## config.mk

```make
export PLATFORM = sky130hd
export DESIGN_NAME = ifft_iter
export DESIGN_NICKNAME = d
export VERILOG_FILES = /design/src/rtl/ifft_pkg.sv /design/src/rtl/ifft_bfly.sv /design/src/rtl/ifft_iter.sv
export SDC_FILE = /design/constraint.sdc
export NUM_CORES = 2
export LEC_CHECK = 0
export CAP_MARGIN = 30
export CORE_ASPECT_RATIO = 1.2
export CORE_MARGIN = 2
export CORE_UTILIZATION = 25
export DETAILED_ROUTE_END_ITERATION = 6
export PLACE_DENSITY = 0.51
export SYNTH_ARGS = -nofsm -noshare
export SYNTH_HDL_FRONTEND = slang
export SYNTH_SLANG_ARGS = --single-unit
```

## constraint.sdc

```tcl
create_clock -name clk -period 12.75 [get_ports clk]
set_clock_uncertainty 0.2 [all_clocks]
set_input_delay 1.275 -clock clk [delete_from_list [all_inputs] [get_ports clk]]
set_output_delay 1.275 -clock clk [all_outputs]
set_load 0.05 [all_outputs]
```

## src/rtl/ifft_pkg.sv

```systemverilog
// Shared types and constants for the iterative inverse FFT: FSM states, index helpers
// and the Q15 twiddle ROM (generated for a 16-point transform).
package ifft_pkg;

    typedef enum logic [1:0] {IDLE, LOAD, COMP, OUT} state_t;

    localparam int ROM_N = 16;
    localparam int TW_W  = 16;

    // cos/sin(2*pi*k/16), k = 0..7; the unit entries are clipped to 0x7FFF
    localparam logic signed [TW_W-1:0] COS_ROM [ROM_N/2] = '{
        16'sd32767, 16'sd30274, 16'sd23170, 16'sd12540,
        16'sd0, -16'sd12540, -16'sd23170, -16'sd30274
    };
    localparam logic signed [TW_W-1:0] SIN_ROM [ROM_N/2] = '{
        16'sd0, 16'sd12540, 16'sd23170, 16'sd30274,
        16'sd32767, 16'sd30274, 16'sd23170, 16'sd12540
    };

    function automatic int log2n(input int n);
        int r;
        r = 0;
        for (int i = 0; i < 31; i++)
            if ((1 << i) < n) r = i + 1;
        return r;
    endfunction

    function automatic int bit_rev(input int idx, input int bits);
        int r;
        r = 0;
        for (int i = 0; i < bits; i++)
            r = (r << 1) | ((idx >> i) & 1);
        return r;
    endfunction

endpackage

```

## src/rtl/ifft_bfly.sv

```systemverilog
// Combinational radix-2 inverse butterfly with per-stage halving.
// IFFT_ROUND_EN selects round-half-up plus saturation; default is floor truncation.
module ifft_bfly
    import ifft_pkg::*;
#(
    parameter int DATA_WIDTH = 16
) (
    input  logic signed [DATA_WIDTH-1:0] ar,
    input  logic signed [DATA_WIDTH-1:0] ai,
    input  logic signed [DATA_WIDTH-1:0] br,
    input  logic signed [DATA_WIDTH-1:0] bi,
    input  logic signed [TW_W-1:0]       wr,
    input  logic signed [TW_W-1:0]       wi,
    output logic signed [DATA_WIDTH-1:0] new_ar,
    output logic signed [DATA_WIDTH-1:0] new_ai,
    output logic signed [DATA_WIDTH-1:0] new_br,
    output logic signed [DATA_WIDTH-1:0] new_bi
);

    localparam int PW    = DATA_WIDTH + TW_W + 1;
    localparam int SUM_W = DATA_WIDTH + 1;

`ifdef IFFT_ROUND_EN
    localparam logic signed [PW-1:0] MAX_V = PW'((1 <<< (DATA_WIDTH-1)) - 1);
    localparam logic signed [PW-1:0] MIN_V = -MAX_V - PW'(1);

    function automatic logic signed [DATA_WIDTH-1:0] sat(input logic signed [PW-1:0] v);
        if (v > MAX_V) return DATA_WIDTH'(MAX_V);
        if (v < MIN_V) return DATA_WIDTH'(MIN_V);
        return DATA_WIDTH'(v);
    endfunction
`endif

    function automatic logic signed [DATA_WIDTH-1:0] reduce(input logic signed [PW-1:0] p);
`ifdef IFFT_ROUND_EN
        return sat((p + (PW'(1) <<< (DATA_WIDTH-2))) >>> (DATA_WIDTH-1));
`else
        return DATA_WIDTH'(p >>> (DATA_WIDTH-1));
`endif
    endfunction

    function automatic logic signed [DATA_WIDTH-1:0] halve(input logic signed [SUM_W-1:0] s);
`ifdef IFFT_ROUND_EN
        return sat(PW'((s + SUM_W'(1)) >>> 1));
`else
        return DATA_WIDTH'(s >>> 1);
`endif
    endfunction

    logic signed [PW-1:0]         prod_r, prod_i;
    logic signed [DATA_WIDTH-1:0] tr, ti;

    always_comb begin
        prod_r = PW'(br) * PW'(wr) - PW'(bi) * PW'(wi);
        prod_i = PW'(bi) * PW'(wr) + PW'(br) * PW'(wi);
        tr     = reduce(prod_r);
        ti     = reduce(prod_i);
        new_ar = halve(SUM_W'(ar) + SUM_W'(tr));
        new_ai = halve(SUM_W'(ai) + SUM_W'(ti));
        new_br = halve(SUM_W'(ar) - SUM_W'(tr));
        new_bi = halve(SUM_W'(ai) - SUM_W'(ti));
    end

endmodule

```

## src/rtl/ifft_iter.sv

```systemverilog
// Iterative radix-2 inverse FFT: bit-reversed load, one in-place butterfly per cycle, 1/N scaled.
// Optional IFFT_ROUND_EN (in ifft_bfly) switches truncation to rounding with saturation.
module ifft_iter
    import ifft_pkg::*;
#(
    parameter int DATA_WIDTH = 16,
    parameter int N          = 16
) (
    input  logic                         clk,
    input  logic                         rst_n,
    input  logic                         enable,
    input  logic                         start,
    input  logic signed [DATA_WIDTH-1:0] Zr [N],
    input  logic signed [DATA_WIDTH-1:0] Zi [N],
    output logic signed [DATA_WIDTH-1:0] zr [N],
    output logic signed [DATA_WIDTH-1:0] zi [N],
    output logic                         busy,
    output logic                         done
);

    localparam int LOG2N  = log2n(N);
    localparam int SW     = $clog2(LOG2N);
    localparam int JW     = LOG2N - 1;
    localparam int ROM_AW = $clog2(ROM_N / 2);

    state_t                       state;
    logic [SW-1:0]                stage;
    logic [JW-1:0]                bfly;
    logic signed [DATA_WIDTH-1:0] mem_r [N];
    logic signed [DATA_WIDTH-1:0] mem_i [N];
    logic [LOG2N-1:0]             pos, idx_a, idx_b, tw_k;
    logic [ROM_AW-1:0]            rom_idx;
    logic signed [DATA_WIDTH-1:0] new_ar, new_ai, new_br, new_bi;

    // Counter j splits into group (upper bits) and position within the span (lower s bits)
    always_comb begin
        pos     = LOG2N'(bfly) & ((LOG2N'(1) << stage) - LOG2N'(1));
        idx_a   = ((LOG2N'(bfly) - pos) << 1) | pos;
        idx_b   = idx_a | (LOG2N'(1) << stage);
        tw_k    = pos << (LOG2N - 1 - int'(stage));
        rom_idx = ROM_AW'(int'(tw_k) * (ROM_N / N));
    end

    ifft_bfly #(.DATA_WIDTH(DATA_WIDTH)) u_bfly (
        .ar     (mem_r[idx_a]),
        .ai     (mem_i[idx_a]),
        .br     (mem_r[idx_b]),
        .bi     (mem_i[idx_b]),
        .wr     (COS_ROM[rom_idx]),
        .wi     (SIN_ROM[rom_idx]),
        .new_ar (new_ar),
        .new_ai (new_ai),
        .new_br (new_br),
        .new_bi (new_bi)
    );

    always_ff @(posedge clk or negedge rst_n) begin
        if (!rst_n) begin
            state <= IDLE;
            stage <= '0;
            bfly  <= '0;
            busy  <= 1'b0;
            done  <= 1'b0;
            for (int i = 0; i < N; i++) begin
                mem_r[i] <= '0;
                mem_i[i] <= '0;
                zr[i]    <= '0;
                zi[i]    <= '0;
            end
        end else if (enable) begin
            done <= 1'b0;
            case (state)
                IDLE: begin
                    if (start) begin
                        state <= LOAD;
                        busy  <= 1'b1;
                    end
                end
                LOAD: begin
                    for (int i = 0; i < N; i++) begin
                        mem_r[i] <= Zr[LOG2N'(bit_rev(i, LOG2N))];
                        mem_i[i] <= Zi[LOG2N'(bit_rev(i, LOG2N))];
                    end
                    stage <= '0;
                    bfly  <= '0;
                    state <= COMP;
                end
                COMP: begin
                    mem_r[idx_a] <= new_ar;
                    mem_i[idx_a] <= new_ai;
                    mem_r[idx_b] <= new_br;
                    mem_i[idx_b] <= new_bi;
                    if (bfly == JW'(N/2 - 1)) begin
                        bfly <= '0;
                        if (stage == SW'(LOG2N - 1)) state <= OUT;
                        else                         stage <= stage + SW'(1);
                    end else begin
                        bfly <= bfly + JW'(1);
                    end
                end
                OUT: begin
                    for (int i = 0; i < N; i++) begin
                        zr[i] <= mem_r[i];
                        zi[i] <= mem_i[i];
                    end
                    done  <= 1'b1;
                    busy  <= 1'b0;
                    state <= IDLE;
                end
                default: state <= IDLE;
            endcase
        end
    end

endmodule

```

# --- Word level (Yosys, flattened, before mapping) ---
# Memory sizes are Yosys's and may differ from the RTL's.
# Index checks and enable logic that the tools add are counted.
totals:
  romBits: 256
  out_inout_bits: 514
  mem_count: 2
  register_bits: 1033
classes:
  muxes: 38
  multipliers: 4
  reduce_logical: 10
  shifts: 2
  magnitude_cmp: 5
  n_bitwise: 6
  addsub: 11
  eq_ne: 9
mem_list:
  columns: ["name", "words", "width", "read_ports", "rd_clocked_by_memory_dff", "wr", "line", "text"]
  rows:
  - ["(no name shown)", 8, 16, 1, 0, 0, "ifft_iter.sv:50", ".wi (SIN_ROM[rom_idx]),"]
  - ["(no name shown)", 8, 16, 1, 0, 0, "ifft_iter.sv:49", ".wr (COS_ROM[rom_idx]),"]
ops:
  columns: ["operator", "count"]
  rows:
  - ["bitwise mux 256 bit", 4]
  - ["one-hot mux 256 bit (2 select lines)", 2]
  - ["binary-select mux 16 bit (select 4 bit)", 4]
  - ["2-to-1 mux 16 bit", 14]
  - ["demux 16 bit (select 4 bit)", 2]
  - ["multiplier 16 x 16 -> 31 bit", 4]
  - ["adder 16 x 16 -> 17 bit", 2]
  - ["subtractor 16 x 16 -> 17 bit", 2]
  - ["left shift 4 x 32 -> 3 bit", 1]
  - ["adder 31 bit", 1]
  - ["subtractor 31 bit", 1]
  - [">= comparator 5 bit (second input constant)", 2]
  - ["< comparator 5 x 1 -> 1 bit (second input constant)", 2]
  - ["2-to-1 mux 2 bit", 5]
  - ["inverter 4 -> 5 bit", 2]
  - ["inequality test 2 bit (second input constant)", 4]
  - ["bitwise OR 4 bit", 2]
  - ["one-hot mux 2 bit (4 select lines)", 1]
  - ["AND reduction 4 bit", 2]
  - ["== test 2 bit (second input constant)", 3]
  - ["one-hot mux 3 bit (2 select lines)", 1]
  - ["bitwise AND 3 x 4 -> 4 bit", 1]
  - [">= comparator 4 bit (second input constant)", 1]
  - ["inverter 3 -> 4 bit", 1]
  - ["other kinds (17)", 21]

# --- Logic depth before layout (Yosys ltp) ---
depth:
  ltp_word: 16
  depth_mapped: 61

# --- By module ---
# From an unflattened synthesis, not the netlist that was laid out.
hier_totals:
  cells_unflattened: 9252
  area_unflattened_um2: 95796.9
by_module_without_submodules:
  columns: ["mod", "cells_per_inst", "n_inst", "seq_area_each_um2", "area_each_um2"]
  rows:
  - ["ifft_iter", 4659, 1, 25849.8, 54110.6]
  - ["ifft_bfly", 4593, 1, 0.0, 41686.2]

# --- Worst setup path before layout ---
# Ideal clock, no wire load.
synth_timing:
  path_kind: "reg2reg"
  from: "register stage[0]"
  to: "register mem_r[223] (netlist bit)"
  setup_slack_ns: -1.163
  arrival_ns: 13.627
  stages_incl_launch_ff: 58
  t_required_ns: 12.464
  setup_ns: 0.086
  path_cell_list: "dfrtp_1 clkbuf_1 inv_1 ha_1 buf_6 xor2_4 nand2_1 ha_1 buf_2 or2_1 o21ai_0 a21o_1 clkbuf_1 clkbuf_1 buf_1 o22ai_1 nor2_1 clkbuf_1 [22 not listed] and3_1 or3b_2 fa_1 nor2b_1 o21bai_1 a21oi_1 o21ai_0 a21oi_1 o21ai_0 a21oi_1 o21bai_1 a21oi_1 o41ai_1 nor2_1 o41ai_1 clkbuf_1 a221oi_1 nor3_1"
synth_via:
  elab_chain_cells: 16
  elab_cells_between_ends: 44
  classes_between: "6 x add/sub; 2 x mul; 4 x order compare; 2 x shift; 20 x mux; 6 x bitwise; 2 x reduce/logical; 2 x memory"
synth_rtl:
  columns: ["item", "line", "text"]
  rows:
  - ["start, declared", "ifft_iter.sv:27", "logic [SW-1:0] stage;"]
  - ["start signal, assigned", "ifft_iter.sv:96", "else stage <= stage + SW'(1);"]
  - ["left shift 1 x 2 -> 4 bit", "ifft_iter.sv:37, ifft_iter.sv:39", null]
  - ["subtractor 4 x 1 -> 4 bit", "ifft_iter.sv:37", "pos = LOG2N'(bfly) & ((LOG2N'(1) << stage) - LOG2N'(1));"]
  - ["bitwise AND 3 x 4 -> 4 bit", "ifft_iter.sv:37", null]
  - ["subtractor 3 bit", "ifft_iter.sv:38", "idx_a = ((LOG2N'(bfly) - pos) << 1) | pos;"]
  - ["bitwise OR 4 bit", "ifft_iter.sv:38", null]
  - ["bitwise OR 4 bit", "ifft_iter.sv:39", "idx_b = idx_a | (LOG2N'(1) << stage);"]
  - ["inverter 4 -> 5 bit (not written as such)", "ifft_iter.sv:47, ifft_iter.sv:48, ifft_iter.sv:91", null]
  - ["binary-select mux 16 bit (select 4 bit), on equally long branches", "ifft_iter.sv:47, ifft_iter.sv:48", null]
  - ["2-to-1 mux 16 bit, on equally long branches (2 in a row)", "ifft_iter.sv:47, ifft_iter.sv:48", null]
  - ["multiplier 16 x 16 -> 31 bit", "ifft_bfly.sv:54", "prod_r = PW'(br) * PW'(wr) - PW'(bi) * PW'(wi);"]
  - ["subtractor 31 bit", "ifft_bfly.sv:54", null]
  - ["adder 16 x 16 -> 17 bit", "ifft_bfly.sv:58", "new_ar = halve(SUM_W'(ar) + SUM_W'(tr));"]
  - ["bitwise mux 256 bit", "ifft_iter.sv:89", "mem_r[idx_a] <= new_ar;"]
  - ["bitwise mux 256 bit *", "ifft_iter.sv:91", "mem_r[idx_b] <= new_br;"]
  - ["one-hot mux 256 bit (2 select lines) *", "ifft_iter.sv:72", "case (state)"]
  - ["end signal, assigned by index", "ifft_iter.sv:81", "mem_r[i] <= Zr[LOG2N'(bit_rev(i, LOG2N))];"]
  - ["end signal, assigned by index", "ifft_iter.sv:89", null]
  - ["end signal, assigned by index", "ifft_iter.sv:91", null]
  - ["end, declared", "ifft_iter.sv:29", "logic signed [DATA_WIDTH-1:0] mem_r [N];"]
# Every way passes the cells marked *; elsewhere a longest branch is shown, timed or not. The select of a mux whose other input is x is not followed.
# A chain may end at the register's enable or synchronous reset.

# --- Worst setup path after layout ---
layout_timing:
  from: "register stage[0]"
  to: "register mem_i[92] (netlist bit)"
layout_via:
  elab_chain_cells: 16
  elab_cells_between_ends: 44
  classes_between: "6 x add/sub; 2 x mul; 4 x order compare; 2 x shift; 20 x mux; 6 x bitwise; 2 x reduce/logical; 2 x memory"
layout_rtl:
  columns: ["item", "line", "text"]
  rows:
  - ["left shift 1 x 2 -> 4 bit", "ifft_iter.sv:37, ifft_iter.sv:39", null]
  - ["subtractor 4 x 1 -> 4 bit", "ifft_iter.sv:37", null]
  - ["bitwise AND 3 x 4 -> 4 bit", "ifft_iter.sv:37", null]
  - ["subtractor 3 bit", "ifft_iter.sv:38", null]
  - ["bitwise OR 4 bit", "ifft_iter.sv:38", null]
  - ["bitwise OR 4 bit", "ifft_iter.sv:39", null]
  - ["inverter 4 -> 5 bit (not written as such)", "ifft_iter.sv:47, ifft_iter.sv:48, ifft_iter.sv:92", null]
  - ["binary-select mux 16 bit (select 4 bit), on equally long branches", "ifft_iter.sv:48, ifft_iter.sv:47", null]
  - ["2-to-1 mux 16 bit, on equally long branches (2 in a row)", "ifft_iter.sv:48, ifft_iter.sv:47", null]
  - ["multiplier 16 x 16 -> 31 bit", "ifft_bfly.sv:55", "prod_i = PW'(bi) * PW'(wr) + PW'(br) * PW'(wi);"]
  - ["adder 31 bit", "ifft_bfly.sv:55", null]
  - ["adder 16 x 16 -> 17 bit", "ifft_bfly.sv:59", "new_ai = halve(SUM_W'(ai) + SUM_W'(ti));"]
  - ["bitwise mux 256 bit", "ifft_iter.sv:90", "mem_i[idx_a] <= new_ai;"]
  - ["bitwise mux 256 bit *", "ifft_iter.sv:92", "mem_i[idx_b] <= new_bi;"]
  - ["one-hot mux 256 bit (2 select lines) *", "ifft_iter.sv:72", null]
  - ["end signal, assigned by index", "ifft_iter.sv:82", "mem_i[i] <= Zi[LOG2N'(bit_rev(i, LOG2N))];"]
  - ["end signal, assigned by index", "ifft_iter.sv:90", null]
  - ["end signal, assigned by index", "ifft_iter.sv:92", null]
  - ["end, declared", "ifft_iter.sv:30", "logic signed [DATA_WIDTH-1:0] mem_i [N];"]
# Marks and branches as above.

==> out/qor.yml <==
worstSkewPairLatency_ns: 0.82
wl_met3_mm: 59.90
worstPathMaxFanout: 9
cpMostUsedCell: "fa_1"
grt_pass1_vias: 88240
fin_crit_ns: 12.57
grt_overflow: 0
num_vias: 88900
synth-async-reset-ratio_pct: 100.0
max_stage_delay_ns: 0.66
reg2reg_to: "mem_i[92]$_DFFE_PN0P_"
synth_common_cells: "inv_1 (1337), fa_1 (1043), dfrtp_1 (1033), nand2_1 (1025), nor2_1 (668)"
yosysUniqueCellTypes: 108
clk_pin_slew_ns: 0.09
final_util_pct: 34.42
ys_seq_area_share_pct: 28.45
gp_congestion: 1.081
cts.sinks: 1033
synthCells: 9536
avgSynthCellArea_um2: 9.528
grt_max_degree: 169
hold_depth: 2
reg2reg_from: "stage[0]$_DFFE_PN0P_"
period_share_pct: 98.62
grt_pass1_wl_mm: 788.8
drt_iter0_markers: 10490
regArea_um2: 25850
die_y_um: 664.4
hpwl_mm: 466.3
rows: 242
worstSetupPathDepth: 47
coreArea_um2: 361800
fillers: 37160
cp.required_ns: 13.20
relSlewSlack_pct: 13.95
cp-start-kind: "flip-flop"
worst-setup-path-type: "flip-flop to flip-flop"
wl_met1_mm: 202.3
die_w_um: 554.3
final_layout_size_suffix_gt1_share_pct: 25.33
worstSetupEndpointType: "flip-flop"
crit_family: "adder cells"
cts-root-buf: "clkbuf_16"
syn_area_um2: 90860
drc: 0
hold_path_class: "flip-flop to flip-flop"
tightest_slew_ns: 1.277
avgViaCountPerCell: 5.420
multiInputGateArea_um2: 60060
yosysTopAreaCellShare_pct: 28.45
yosysMostFrequentCell: "inv_1"
r2r_cells: 47
dieArea_um2: 368300
numPortBuffers: 773
htree_levels: 3
cp.arrival_ns: 13.03
ys_warn_count: 0
antenna_found_initial: 81
synth.largest_area_cell: "dfrtp_1"
timing.fmax_ghz: 0.07953
wl_met2_mm: 256.1
crit_path_end: "mem_i[92]$_DFFE_PN0P_"
crit_buf_inv: 16
status: "finished, final reports clean"
synth_edf_count: 0
maxSlewViolCount: 0
holdBufCountCts: 0
worst_path_max_delay_cell: "xnor2_1"
ys_ff_latch: 1033
setup_viol: 0
drtPass1Iterations: 7
cts_tree: "built"
io-pin-count: 1030
final-hold-violation-count: 0
ant_nets: 0
synthFlopType: "dfrtp_1"
start_util_pct: 25.11
final_nets: 13470
synthTopCellsByArea: "dfrtp_1 (28%), fa_1 (23%), mux2_2 (6.3%), inv_1 (5.5%), ha_1 (5.4%)"
cts_made_buffers: 101
ff2ff_setup_slack_ns: 0.18
crit_path_start: "stage[0]$_DFFE_PN0P_"
syn_nets: 11480
track_usage_pct: 31.56
cap_viol_max_count: 0
top_layer: "met5"
clk_path_buf_depth: 3
drt-wirelength-per-cell_um: 35.97
wl_mm: 589.9
area_growth_pct: 37.07
-- per-stage QoR --
stage | hold slack, ns | cell area (µm²) | worst slack [ns] | TNS, ns | std cells
final | 0.2926 | 124500 | 0.1762 | 0 | 16400
after global routing | 0.3176 | 124400 | -0.05652 | -1.139 | 16360
after CTS | 0.2955 | 121600 | 0.001411 | 0 | 16260
after detailed placement | 0.2803 | 117000 | -0.7879 | -89.19 | 16040
after global placement | 0.2620 | 116600 | -0.7946 | -90.34 | 16010
after floorplan | 0.2717 | 90970 | 0.0003819 | 0 | 9536
-- worst register-to-register path: cells and delay by family (launching register included) --
kind            cells  cell delay, ns
compound gates     10            2.29
xor+xnor            2            0.92
fa+ha+maj          11            4.95
buf+inv            16            2.29
flops               1            0.42
simple gates        8            1.38
-- sequential cells by signal (all words and copies together), names as in the netlist --
signal and count:
zr 256, stage 2, done 1, state 2, mem_r 256, busy 1
bfly 3, mem_i 256, zi 256
-- cell usage in the layout (no fill, tap or decap), types with 106 or more instances in the layout --
| cell type | n |
|---|---|
| buf_4 | 1458 |
| inv_1 | 1312 |
| dfrtp_1 | 1031 |
| fa_1 | 1027 |
| nand2_1 | 995 |
| clkdlybuf4s50_1 | 770 |
| nor2_1 | 619 |
| mux2_2 | 510 |
| o21ai_0 | 420 |
| ha_1 | 355 |
| nor3_1 | 235 |
| buf_12 | 189 |
| o22ai_1 | 188 |
| a21oi_1 | 188 |
| o221ai_1 | 163 |
| and2_1 | 147 |
| nand3_1 | 139 |
| a221oi_1 | 124 |
| a22oi_1 | 123 |
| xnor2_1 | 111 |
| clkbuf_16 | 106 |
-- what timing repair did --
action,4_1_cts,5_1_grt
setup buffers,28,73
setup endpoints to repair,273,322
resized for setup,155,374
endpoints found under the hold margin,0,0
pin swaps,47,199
cloned,3,2
-- worst min-delay path by stage --
stage	start	to	slack, ns
6_report	zr[208]$_DFFE_PN0P_	zr[208]$_DFFE_PN0P_	0.29
5_1_grt	zi[51]$_DFFE_PN0P_	zi[51]$_DFFE_PN0P_	0.32
4_1_cts	zr[208]$_DFFE_PN0P_	zr[208]$_DFFE_PN0P_	0.30
3_5_place_dp	zr[208]$_DFFE_PN0P_	zr[208]$_DFFE_PN0P_	0.28
3_3_place_gp	zr[96]$_DFFE_PN0P_	zr[96]$_DFFE_PN0P_	0.26
2_1_floorplan	mem_r[160]$_DFFE_PN0P_	mem_r[160]$_DFFE_PN0P_	0.27
-- per-layer routing --
layer  vias to the layer above  global-route usage [%]
li1                      35870                       -
met1                     44900                   34.46
met2                      5984                   47.61
met3                      2101                   10.67
met4                        52                   30.50
met5                         -                       0
-- final cells by class --
| cell class | count | share of cell area (%) |
|---|---|---|
| flip-flops and latches | 1033 | 20.76 |
| repair buffers | 2523 | 19.24 |
| multi-input cells | 6519 | 48.23 |
| clock inverters | 45 | 0.4933 |
| clock buffers | 138 | 2.353 |
| inverters | 1340 | 4.051 |
| well taps | 4758 | 4.780 |
| diodes | 47 | 0.09444 |
-- logic make-up after synthesis --
logic type | synth area share (%)
mux | 6.795
simple gates | 12.20
flops | 28.45
other cells | 0.008266
compound gates | 13.86
buf+inv | 8.333
fa+ha+maj | 28.39
xor+xnor | 1.950
Power is not shown: default switching activity piles up to over one toggle a cycle in this logic, so the estimate is an artifact.
